`src/rtl/fp_sum_sequencer.sv`:
```
// fp_sum_sequencer: accumulates a vector of single-precision operands through
// an external combinational fp_adder, one operand per ADD cycle, and presents
// the sum, operand count and an Inf/NaN sticky flag with a valid/ready handshake.
module fp_sum_sequencer #(
   parameter int COUNT_W = 16
) (
   input  logic               clk,
   input  logic               rst,
   input  logic               in_valid,
   output logic               in_ready,
   input  logic [31:0]        in_data,
   input  logic               in_last,
   output logic [31:0]        add_a,
   output logic [31:0]        add_b,
   input  logic [31:0]        add_s,
   output logic               out_valid,
   input  logic               out_ready,
   output logic [31:0]        out_sum,
   output logic [COUNT_W-1:0] out_count,
   output logic               out_special
);

   typedef enum logic [1:0] {
      S_IDLE = 2'd0,
      S_WAIT = 2'd1,
      S_ADD  = 2'd2,
      S_DONE = 2'd3
   } state_t;

   state_t             state_q, state_d;
   logic [31:0]        acc_q, acc_d;
   logic [31:0]        op_q, op_d;
   logic [COUNT_W-1:0] cnt_q, cnt_d;
   logic               spec_q, spec_d;
   logic               last_q, last_d;
   logic               in_hs;
   logic               out_hs;

   // Counter increment that sticks at all-ones instead of wrapping.
   function automatic logic [COUNT_W-1:0] sat_inc(input logic [COUNT_W-1:0] v);
      if (&v) begin
         return v;
      end
      return v + {{(COUNT_W-1){1'b0}}, 1'b1};
   endfunction

   // Adder operands come only from registers so in_data never reaches the adder combinationally.
   assign add_a       = acc_q;
   assign add_b       = op_q;
   assign out_sum     = acc_q;
   assign out_count   = cnt_q;
   assign out_special = spec_q;

   // Next-state, handshake outputs and datapath register updates.
   always_comb begin
      state_d   = state_q;
      acc_d     = acc_q;
      op_d      = op_q;
      cnt_d     = cnt_q;
      spec_d    = spec_q;
      last_d    = last_q;
      in_ready  = 1'b0;
      out_valid = 1'b0;
      in_hs     = 1'b0;
      out_hs    = 1'b0;
      case (state_q)
         S_IDLE, S_WAIT: begin
            in_ready = 1'b1;
            in_hs    = in_valid;
            if (in_hs) begin
               op_d    = in_data;
               last_d  = in_last;
               spec_d  = spec_q | (in_data[30:23] == 8'hFF);
               state_d = S_ADD;
            end
         end
         S_ADD: begin
            acc_d   = add_s;
            cnt_d   = sat_inc(cnt_q);
            state_d = last_q ? S_DONE : S_WAIT;
         end
         S_DONE: begin
            out_valid = 1'b1;
            out_hs    = out_ready;
            if (out_hs) begin
               acc_d   = 32'h0000_0000;
               cnt_d   = '0;
               spec_d  = 1'b0;
               state_d = S_IDLE;
            end
         end
         default: begin
            state_d = S_IDLE;
         end
      endcase
   end

   // State and datapath registers; reset returns everything to an empty accumulator.
   always_ff @(posedge clk) begin
      if (rst) begin
         state_q <= S_IDLE;
         acc_q   <= 32'h0000_0000;
         op_q    <= 32'h0000_0000;
         cnt_q   <= '0;
         spec_q  <= 1'b0;
         last_q  <= 1'b0;
      end else begin
         state_q <= state_d;
         acc_q   <= acc_d;
         op_q    <= op_d;
         cnt_q   <= cnt_d;
         spec_q  <= spec_d;
         last_q  <= last_d;
      end
   end

endmodule
```
`config.mk`:
```
export PLATFORM = sky130hd
export DESIGN_NAME = fp_sum_sequencer
export DESIGN_NICKNAME = d
export VERILOG_FILES = /design/src/rtl/fp_sum_sequencer.sv
export SDC_FILE = /design/constraint.sdc
export NUM_CORES = 1
export LEC_CHECK = 0
export CAP_MARGIN = 20
export CORE_MARGIN = 5
export CORE_UTILIZATION = 43
export CTS_BUF_LIST = sky130_fd_sc_hd__clkbuf_16
export CTS_CLUSTER_SIZE = 25
export DETAILED_ROUTE_END_ITERATION = 8
export PLACE_DENSITY = 0.94
export SKIP_CTS_REPAIR_TIMING = 1
export SLEW_MARGIN = 20
export SYNTH_ARGS = -nofsm -noshare
export SYNTH_HDL_FRONTEND = slang
export SYNTH_SLANG_ARGS = --single-unit
```
`constraint.sdc`:
```
create_clock -name clk -period 5.8 [get_ports clk]
set_input_delay 0.58 -clock clk [delete_from_list [all_inputs] [get_ports clk]]
set_output_delay 0.58 -clock clk [all_outputs]
set_load 0.05 [all_outputs]
```
==> results.md, run 1 <==
* FFs w/ async S/R, synth at 0
* Status: finished clean
* Crit-path cells: nand2_1, inv_1, clkdlybuf4s50_1
* Leading cell type in the layout, fill and taps excluded: clkdlybuf4s50_1
* Number of CTS-inserted buffers at 9
* CTS tree: built
* Met3 WL at 1220 µm
* Clock Path Buffers at 2
* Synthesized cell area at 3580 µm²
* Worst-skew pair later-pin latency at 320 ps
* Share of layout cells above drive strength 1 at 0.0492
* Clock slew seen by the registers of the worst setup and hold paths at 70 ps
* Setup slack at placement at 2370 ps
* Sequential fraction of the synthesis area at 0.469
* Core footprint at 8180 µm²
* Critical path class: reg -> out
* RSZ-0062 raised after global routing: false
* Worst Setup Slack, final at 2920 ps
* FMAX at 347 MHz
* Global-route wire length before repair at 16600 µm
* Worst Hold Class: reg -> reg
* Area of the multi-input gates at 1540 µm²
* Crit path time final at 2880 ps
* I/O Pins at 184
* Routed wl met2 at 5370 µm
* Clock Sink Count at 84
* Routability Congestion at 0.855
* FP Rows at 33
* Internal power at 1.10 mW
* TNS Setup at 0 ps
* Combinational share of power at 0.214
* Unique cell type count in the Yosys netlist at 46
* DRT Pass-1 Iters at 4
* Leak pwr at 1.99 nW
* Yosys top cell area share at 0.469
* Initial antenna violation count at 0
* H-Tree Level Count at 3
* Maxcap violations at 0
* Die Ht at 101 µm
* Clk_skew at 10.9 ps
* Antenna diodes at 0
* Post-route ant nets at 0
* Via density per instance at 5.36
* GRT overflow at 0
* Clock power share at 0.384
* Syn Nets at 499
* Die area at 10300 µm²
* Nets at 634
* Final setup vio count at 0
* Largest net degree at the start of global routing at 95
* Synth area leader: dfxtp_1
* WP data required at 5220 ps
* Fin util at 0.676
* Worst Tran Pin Value at 1090 ps
* Fill cells at 647
* CP max FO at 14
* Slew Viols, Final at 0
* Mapped Cells at 429
* Switching Power at 0.453 mW
* Worst hold slack at 453 ps
* Area Growth Syn to Fin at 54.3%
* Power density over cell area at 282 nW/µm²
* Starting DRT DRC Count at 138
* Initial core utilization at 0.438
* Drt drc at 0
* IO Port Bufs at 183
* Worst EP arrival at 2300 ps
* Number of warnings issued by yosys at 0
* Critical Path Sink Type: primary output
* Top routing layer in use: met4
* Wire length per cell at 15.8 µm
* CP peak stage delay at 840 ps
* GRT Total Usage at 0.197
* Met1 WL at 3960 µm
* Avg Cell Area, Syn at 8.35 µm²
* HPWL Detailed at 7830 µm
* Commonest cells after routing, fill and taps aside: clkdlybuf4s50_1 (182), dfxtp_1 (84), nand2_1 (70)
* Seq. cell area at 1680 µm²
* Final worst-path cycle share at 0.497
* Post-synth EDFFs at 0
* Final hold violations at 0
* Root buf cell: clkbuf_16
* Pwr Total at 1.56 mW
* Number of global-route vias before repair at 3513
* Max-slew headroom at 0.270
* Die width at 101 µm
* Synth top area cells: dfxtp_1 (47%), nand2_1 (7.4%), a22oi_1 (6.7%)
* Synth Register Bits at 84
* Slowest CP cell: clkdlybuf4s50_1
* Sequential share of power at 0.402
* CP Launch Type: flip-flop
* VDD IR max at 0.000197 V
* Synth Flop Type: dfxtp_1
* Sw frac at 0.291
* Final WL at 10600 µm
* Total number of vias at 3610
## cells by family (layout without fill, tap and decap cells)
logic type,count (synthesis),in the layout,synth area share
fa+ha+maj,1,1,0.00349
simple gates,171,171,0.226
mux,4,4,0.0115
compound gates,102,102,0.184
buf+inv,67,207,0.106
flops,84,84,0.469
## layer usage
metal,vias up,track usage
li1,1743,-
met4,0,0.0521
met5,-,0
met1,1690,0.227
met3,12,0.0820
met2,165,0.339
## worst max-delay path, delay by kind of cell, from the launching register on
family | cells | cell delay, ps
buffers and inverters | 2 | 1090
and+or+nand+nor | 1 | 270
DFF | 1 | 620
## cell usage after synthesis (all sizes together) (6+ instances only)
cell type / count
nand2b: 11
nor2: 49
dfxtp: 84
nand2: 71
a22oi: 32
clkbuf: 25
nand3: 6
o21ai: 7
inv: 6
a21oi: 40
buf: 36
nand4: 9
## cell type report
cell class,count,area share
multi-input combinational,278,0.278
tap,105,0.0238
clock inverter,7,0.0163
inverter,6,0.00407
timing repair buffer,185,0.333
sequential,84,0.304
clock buffer,9,0.0407
## registers in the layout (all words and copies together) (netlist names)
| name | cells |
|---|---|
| add_a | 32 |
| out_special | 1 |
| out_count | 16 |
| state_q | 2 |
| last_q | 1 |
| add_b | 32 |
## metrics by stage
| step | instances | instance area [µm²] |
|---|---|---|
| final | 674 | 5530 |
| after global routing | 674 | 5530 |
| after global placement | 658 | 5200 |
| after detailed placement | 658 | 5210 |
| after floorplan | 429 | 3580 |
| after CTS | 674 | 5520 |
## power groups by stage
stage / Clock, mW / Sequential [mW] / Combinational (mW)
2_1_floorplan: 0 / 0.721 / 0.127
3_3_place_gp: 0 / 0.636 / 0.328
3_5_place_dp: 0 / 0.638 / 0.334
4_1_cts: 0.614 / 0.625 / 0.335
5_1_grt: 0.644 / 0.629 / 0.351
6_report: 0.599 / 0.625 / 0.333
## final timing paths
| check | from | end | slack [ps] | depth (start not counted) |
|---|---|---|---|---|
| worst max-delay path | state_q[1] | out_valid | 2920 | 3 |
| worst min-delay path | add_b[27] | add_b[27] | 450 | 2 |
| worst max register to register | state_q[1] | out_count[10] | 3320 | 3 |
| worst min register to register | add_b[27] | add_b[27] | 450 | 2 |
Note: power is estimated with default switching activity, not from simulation.
==> run 2: changes to the inputs <==
- CORE_UTILIZATION: 43 -> 36
- PLACE_DENSITY: 0.94 -> 0.85
- clock period: 5.8 -> 2.55 ns (I/O delays scaled with it)
==> results.md, run 2 (synthesized netlist as in run 1, its figures left out) <==
* IO Port Bufs at 183 (unchanged)
* Starting DRT DRC Count at 239 (was 138)
* CP Buf/Inv Count at 2 (unchanged)
* FF-to-FF End: out_count[3] (was out_count[10])
* Clock Path Buffers at 2 (unchanged)
* RSZ-0062 raised after global routing: false (unchanged)
* Power density over cell area at 618 nW/µm² (was 282 nW/µm²)
* CP peak stage delay at 840 ps (about the same)
* TNS Setup at 0 ps (unchanged)
* Slowest CP cell: clkdlybuf4s50_1 (unchanged)
* Die width at 110 µm (was 101 µm)
* Number of global-route vias before repair at 3478 (was 3513)
* Final worst-path cycle share at 0.940
* Core footprint at 9730 µm² (was 8180 µm²)
* CP top delay family: buffers and inverters (unchanged)
* Non-Filler Instances at 711 (was 674)
* HPWL Detailed at 8570 µm (was 7830 µm)
* Inst Count DP at 695 (was 658)
* Wire length per cell at 15.7 µm (was 15.8 µm)
* Final WL at 11200 µm (was 10600 µm)
* R2R Setup Slk at 540 ps (was 3320 ps)
* Worst EP arrival at 2140 ps (was 2300 ps)
* Critical Path Sink Type: primary output (unchanged)
* CP Launch Type: flip-flop (unchanged)
* Antenna diodes at 0 (unchanged)
* Crit-path cells: nand2_1, inv_1, clkdlybuf4s50_1 (unchanged)
* CP max FO at 12 (was 14)
* DRT Pass-1 Iters at 5 (was 4)
* CTS tree: built (unchanged)
* Final setup vio count at 0 (unchanged)
* Worst Hold Class: in -> reg (was reg -> reg)
* Final hold violations at 0 (unchanged)
* Share of layout cells above drive strength 1 at 0.0623 (was 0.0492)
* Leading cell type in the layout, fill and taps excluded: clkdlybuf4s50_1 (unchanged)
* Clk_skew at 8.20 ps (was 10.9 ps)
* Largest net degree at the start of global routing at 45 (was 95)
* Critical path class: reg -> out (unchanged)
* FP Rows at 36 (was 33)
* FF-to-FF Start: out_count[0] (was state_q[1])
* Leak pwr at 2.01 nW (was 1.99 nW)
* Number of CTS-inserted buffers at 9 (unchanged)
* Post-DP Area at 5310 µm² (was 5210 µm²)
* Max-slew headroom at 0.486 (was 0.270)
* Area Growth Syn to Fin at 56.3% (was 54.3%)
* Pwr Total at 3.46 mW (was 1.56 mW)
* Slew Viols, Final at 0 (unchanged)
* Initial antenna violation count at 0 (unchanged)
* Hold path startpoint: rst (was add_b[27])
* Clock Sink Count at 84 (unchanged)
* Worst hold slack at 324 ps (was 453 ps)
* Fill cells at 853 (was 647)
* Post-route ant nets at 0 (unchanged)
* Routability Congestion at 0.921 (was 0.855)
* Via density per instance at 5.12 (was 5.36)
* Die area at 12000 µm² (was 10300 µm²)
* Root buf cell: clkbuf_16 (unchanged)
* I/O Pins at 184 (unchanged)
* Total number of vias at 3638 (was 3610)
* Nets at 643 (was 634)
* WP data required at 2300 ps (was 5220 ps)
* Drt drc at 0 (unchanged)
* Worst hold path stage count at 2 (unchanged)
* Status: finished clean (unchanged)
* Crit path time final at 2400 ps
* Initial core utilization at 0.368 (was 0.438)
* Clock slew seen by the registers of the worst setup and hold paths at 60 ps (was 70 ps)
* Hold EP: out_count[12] (was add_b[27])
* GRT Total Usage at 0.179 (was 0.197)
* Die Ht at 110 µm (was 101 µm)
* VDD IR max at 0.000368 V (was 0.000197 V)
* Worst-skew pair later-pin latency at 320 ps (about the same)
* H-Tree Level Count at 3 (unchanged)
* Global-route wire length before repair at 17200 µm (was 16600 µm)
* Cell area after layout at 5600 µm² (was 5530 µm²)
* R2R cell count at 5 (was 3)
* GRT overflow at 0 (unchanged)
* FMAX at 417 MHz
* Commonest cells after routing, fill and taps aside: clkdlybuf4s50_1 (182), dfxtp_1 (84), nand2_1 (71) (was clkdlybuf4s50_1 (182), dfxtp_1 (84), nand2_1 (70))
* Worst Tran Pin Value at 770 ps (was 1090 ps)
* Maxcap violations at 0 (unchanged)
## run 2: changes by cell type in the layout (fill, tap and decap cells not counted), sizes merged
| cell | change |
|---|---|
| buf | +9 |
| clkinvlp | +2 |
| inv | -2 |
| bufinv | -1 |
| clkinv | +1 |
## run 2: area by class of cell
class | instances | area [µm²] | share of cell area
repair buffers | 194 | 1910 | 0.341
well taps | 133 | 166 | 0.0297
flip-flops and latches | 84 | 1680 | 0.300
inverters | 6 | 22.5 | 0.00402
clock buffers | 9 | 225 | 0.0402
multi-input cells | 278 | 1530 | 0.273
clock inverters | 7 | 67.6 | 0.0121
## run 2: how the worst max path moves through the flow
stage                         endpoint  cells past startpoint  slack, ps    startpoint
final                        out_valid                      3        150    state_q[0]
after global routing         out_valid                      3          2    state_q[0]
after CTS                    out_valid                      3        150    state_q[0]
after detailed placement     out_valid                      3        500    state_q[0]
after global placement       out_valid                      3        560    state_q[0]
after floorplan           out_count[2]                      6        250  out_count[0]
## run 2: worst reg2reg max path, stage by stage (launching register included)
cell and delay (ps):
dfxtp_1 440, ha_1 230, nand3_1 160, or4_4 630
and3_4 210, nor4_2 250
## run 2: metrics by stage
stage / setup WS [ps] / utilization
after floorplan: 249 / -
after global placement: 563 / 0.545
after detailed placement: 504 / 0.545
after CTS: 154 / 0.575
after global routing: 2.15 / 0.575
final: 153 / 0.575
## run 2: where the power goes
group | switching, mW | internal, mW | leakage [nW]
Sequential | 0.0435 | 1.37 | 0.686
Clock | 0.515 | 0.753 | 0.139
Combinational | 0.482 | 0.292 | 1.18
## run 2: routing by layer
metal | vias up | track usage | wire, µm
li1 | 1751 | - | -
met1 | 1679 | 0.213 | 4420
met2 | 190 | 0.296 | 5260
met3 | 18 | 0.0681 | 1350
met4 | 0 | 0.0561 | 151
met5 | - | 0 | 0
==> run 3: changes to the inputs <==
- CORE_MARGIN: 5 -> 4
==> results.md, run 3 (synthesized netlist as in run 1, its figures left out) <==
* Hold path startpoint: rst (unchanged)
* FMAX at 484 MHz (was 417 MHz)
* Die area at 11600 µm² (was 12000 µm²)
* Wire length per cell at 15.2 µm (was 15.7 µm)
* Worst Setup SP: state_q[1] (was state_q[0])
* Area of the multi-input gates at 1530 µm² (unchanged)
* HPWL Detailed at 8190 µm (was 8570 µm)
* Worst hold slack at 355 ps (was 324 ps)
* H-Tree Level Count at 3 (unchanged)
* Clock Sink Count at 84 (unchanged)
* Area Growth Syn to Fin at 56.8% (was 56.3%)
* Nets at 641 (was 643)
* Final worst-path cycle share at 0.811 (was 0.940)
* CP max FO at 13 (was 12)
* M2 GR Usage at 0.298 (was 0.296)
* Initial core utilization at 0.368 (unchanged)
* RSZ-0062 raised after global routing: false (unchanged)
* Largest net degree at the start of global routing at 37 (was 45)
* Global-route wire length before repair at 17200 µm (about the same)
* I/O Pins at 184 (unchanged)
* Fill cells at 874 (was 853)
* Leading cell type in the layout, fill and taps excluded: clkdlybuf4s50_1 (unchanged)
* FF-to-FF Start: out_count[0] (unchanged)
* Clock slew seen by the registers of the worst setup and hold paths at 60 ps (about the same)
* Critical Path Sink Type: primary output (unchanged)
* Routability Congestion at 0.934 (was 0.921)
* Antenna diodes at 0 (unchanged)
* Starting DRT DRC Count at 261 (was 239)
* Via density per instance at 5.04 (was 5.12)
* Grt met1 use at 0.225 (was 0.213)
* Root buf cell: clkbuf_16 (unchanged)
* Final setup vio count at 0 (unchanged)
* Met3 Usage GRT at 0.0714 (was 0.0681)
* Die Ht at 108 µm (was 110 µm)
* Number of global-route vias before repair at 3474 (was 3478)
* R2R cell count at 5 (unchanged)
* Total number of vias at 3570 (was 3638)
* Commonest cells after routing, fill and taps aside: clkdlybuf4s50_1 (181), dfxtp_1 (84), nand2_1 (71) (was clkdlybuf4s50_1 (182), dfxtp_1 (84), nand2_1 (71))
* Slew Viols, Final at 0 (unchanged)
* Core footprint at 9730 µm² (unchanged)
* CTS tree: built (unchanged)
* Worst-skew pair later-pin latency at 320 ps (about the same)
* GRT overflow at 0 (unchanged)
* Status: finished clean (unchanged)
* Seq. cell area at 1680 µm² (unchanged)
* IO Port Bufs at 183 (unchanged)
* Drt drc at 0 (unchanged)
* VDD IR max at 0.000342 V (was 0.000368 V)
* Worst Tran Pin Value at 580 ps (was 770 ps)
* Maxcap violations at 0 (unchanged)
* Share of layout cells above drive strength 1 at 0.0556 (was 0.0623)
* Final WL at 10800 µm (was 11200 µm)
* Initial antenna violation count at 0 (unchanged)
* Max-slew headroom at 0.613 (was 0.486)
* Crit path time final at 2070 ps (was 2400 ps)
* GRT Total Usage at 0.184 (was 0.179)
* Die width at 108 µm (was 110 µm)
* DRT Pass-1 Iters at 5 (unchanged)
* Critical path class: reg -> out (unchanged)
* Clk_skew at 8.00 ps (was 8.20 ps)
* Post-route ant nets at 0 (unchanged)
* Final hold violations at 0 (unchanged)
* Worst hold path stage count at 2 (unchanged)
* FP Rows at 36 (unchanged)
* Fin util at 0.577 (was 0.575)
* TNS Setup at 0 ps (unchanged)
* Busiest grt layer: met2 (unchanged)
* Worst Hold Class: in -> reg (unchanged)
* Clock Path Buffers at 2 (unchanged)
* Number of CTS-inserted buffers at 9 (unchanged)
* Worst EP arrival at 1810 ps (was 2140 ps)
* Power density over cell area at 628 nW/µm² (was 618 nW/µm²)
* WP data required at 2300 ps (about the same)
* CP Launch Type: flip-flop (unchanged)
* Leak pwr at 2.04 nW (was 2.01 nW)
run 3: cell type report:
cell class	instances	area share
multi-input cells	278	0.272
inverters	6	0.00401
flip-flops and latches	84	0.299
clock buffers	9	0.0401
well taps	133	0.0296
clock inverters	7	0.0149
repair buffers	192	0.340
run 3: layer usage:
layer,up-vias,wire (µm)
li1,1748,-
met1,1640,4390
met2,173,5040
met3,9,1280
met4,0,92
met5,-,0
run 3: final timing paths:
| path | to | slack [ps] |
|---|---|---|
| worst max register to register | out_count[2] | 530 |
| worst min register to register | add_b[17] | 450 |
| worst min-delay path | add_a[28] | 350 |
| worst max-delay path | in_ready | 480 |
run 3: critical path, stage by stage (launching register included):
cell,delay (ps)
dfxtp_1,310
buf_4,180
inv_1,170
clkdlybuf4s50_1,830
run 3: where the power goes:
part | internal, mW | switching (mW) | total [mW]
clock network | 0.845 | 0.490 | 1.34
logic | 0.293 | 0.479 | 0.773
registers | 1.37 | 0.0445 | 1.42
run 3: stage by stage:
stage | total power, mW | instances | cell area, µm² | setup slack [ps]
2_1_floorplan | 1.93 | 429 | 3580 | 249
3_3_place_gp | 2.21 | 693 | 5300 | 550
3_5_place_dp | 2.22 | 693 | 5300 | 463
4_1_cts | 3.57 | 709 | 5610 | 108
5_1_grt | 3.67 | 709 | 5620 | 368
6_report | 3.53 | 709 | 5620 | 483
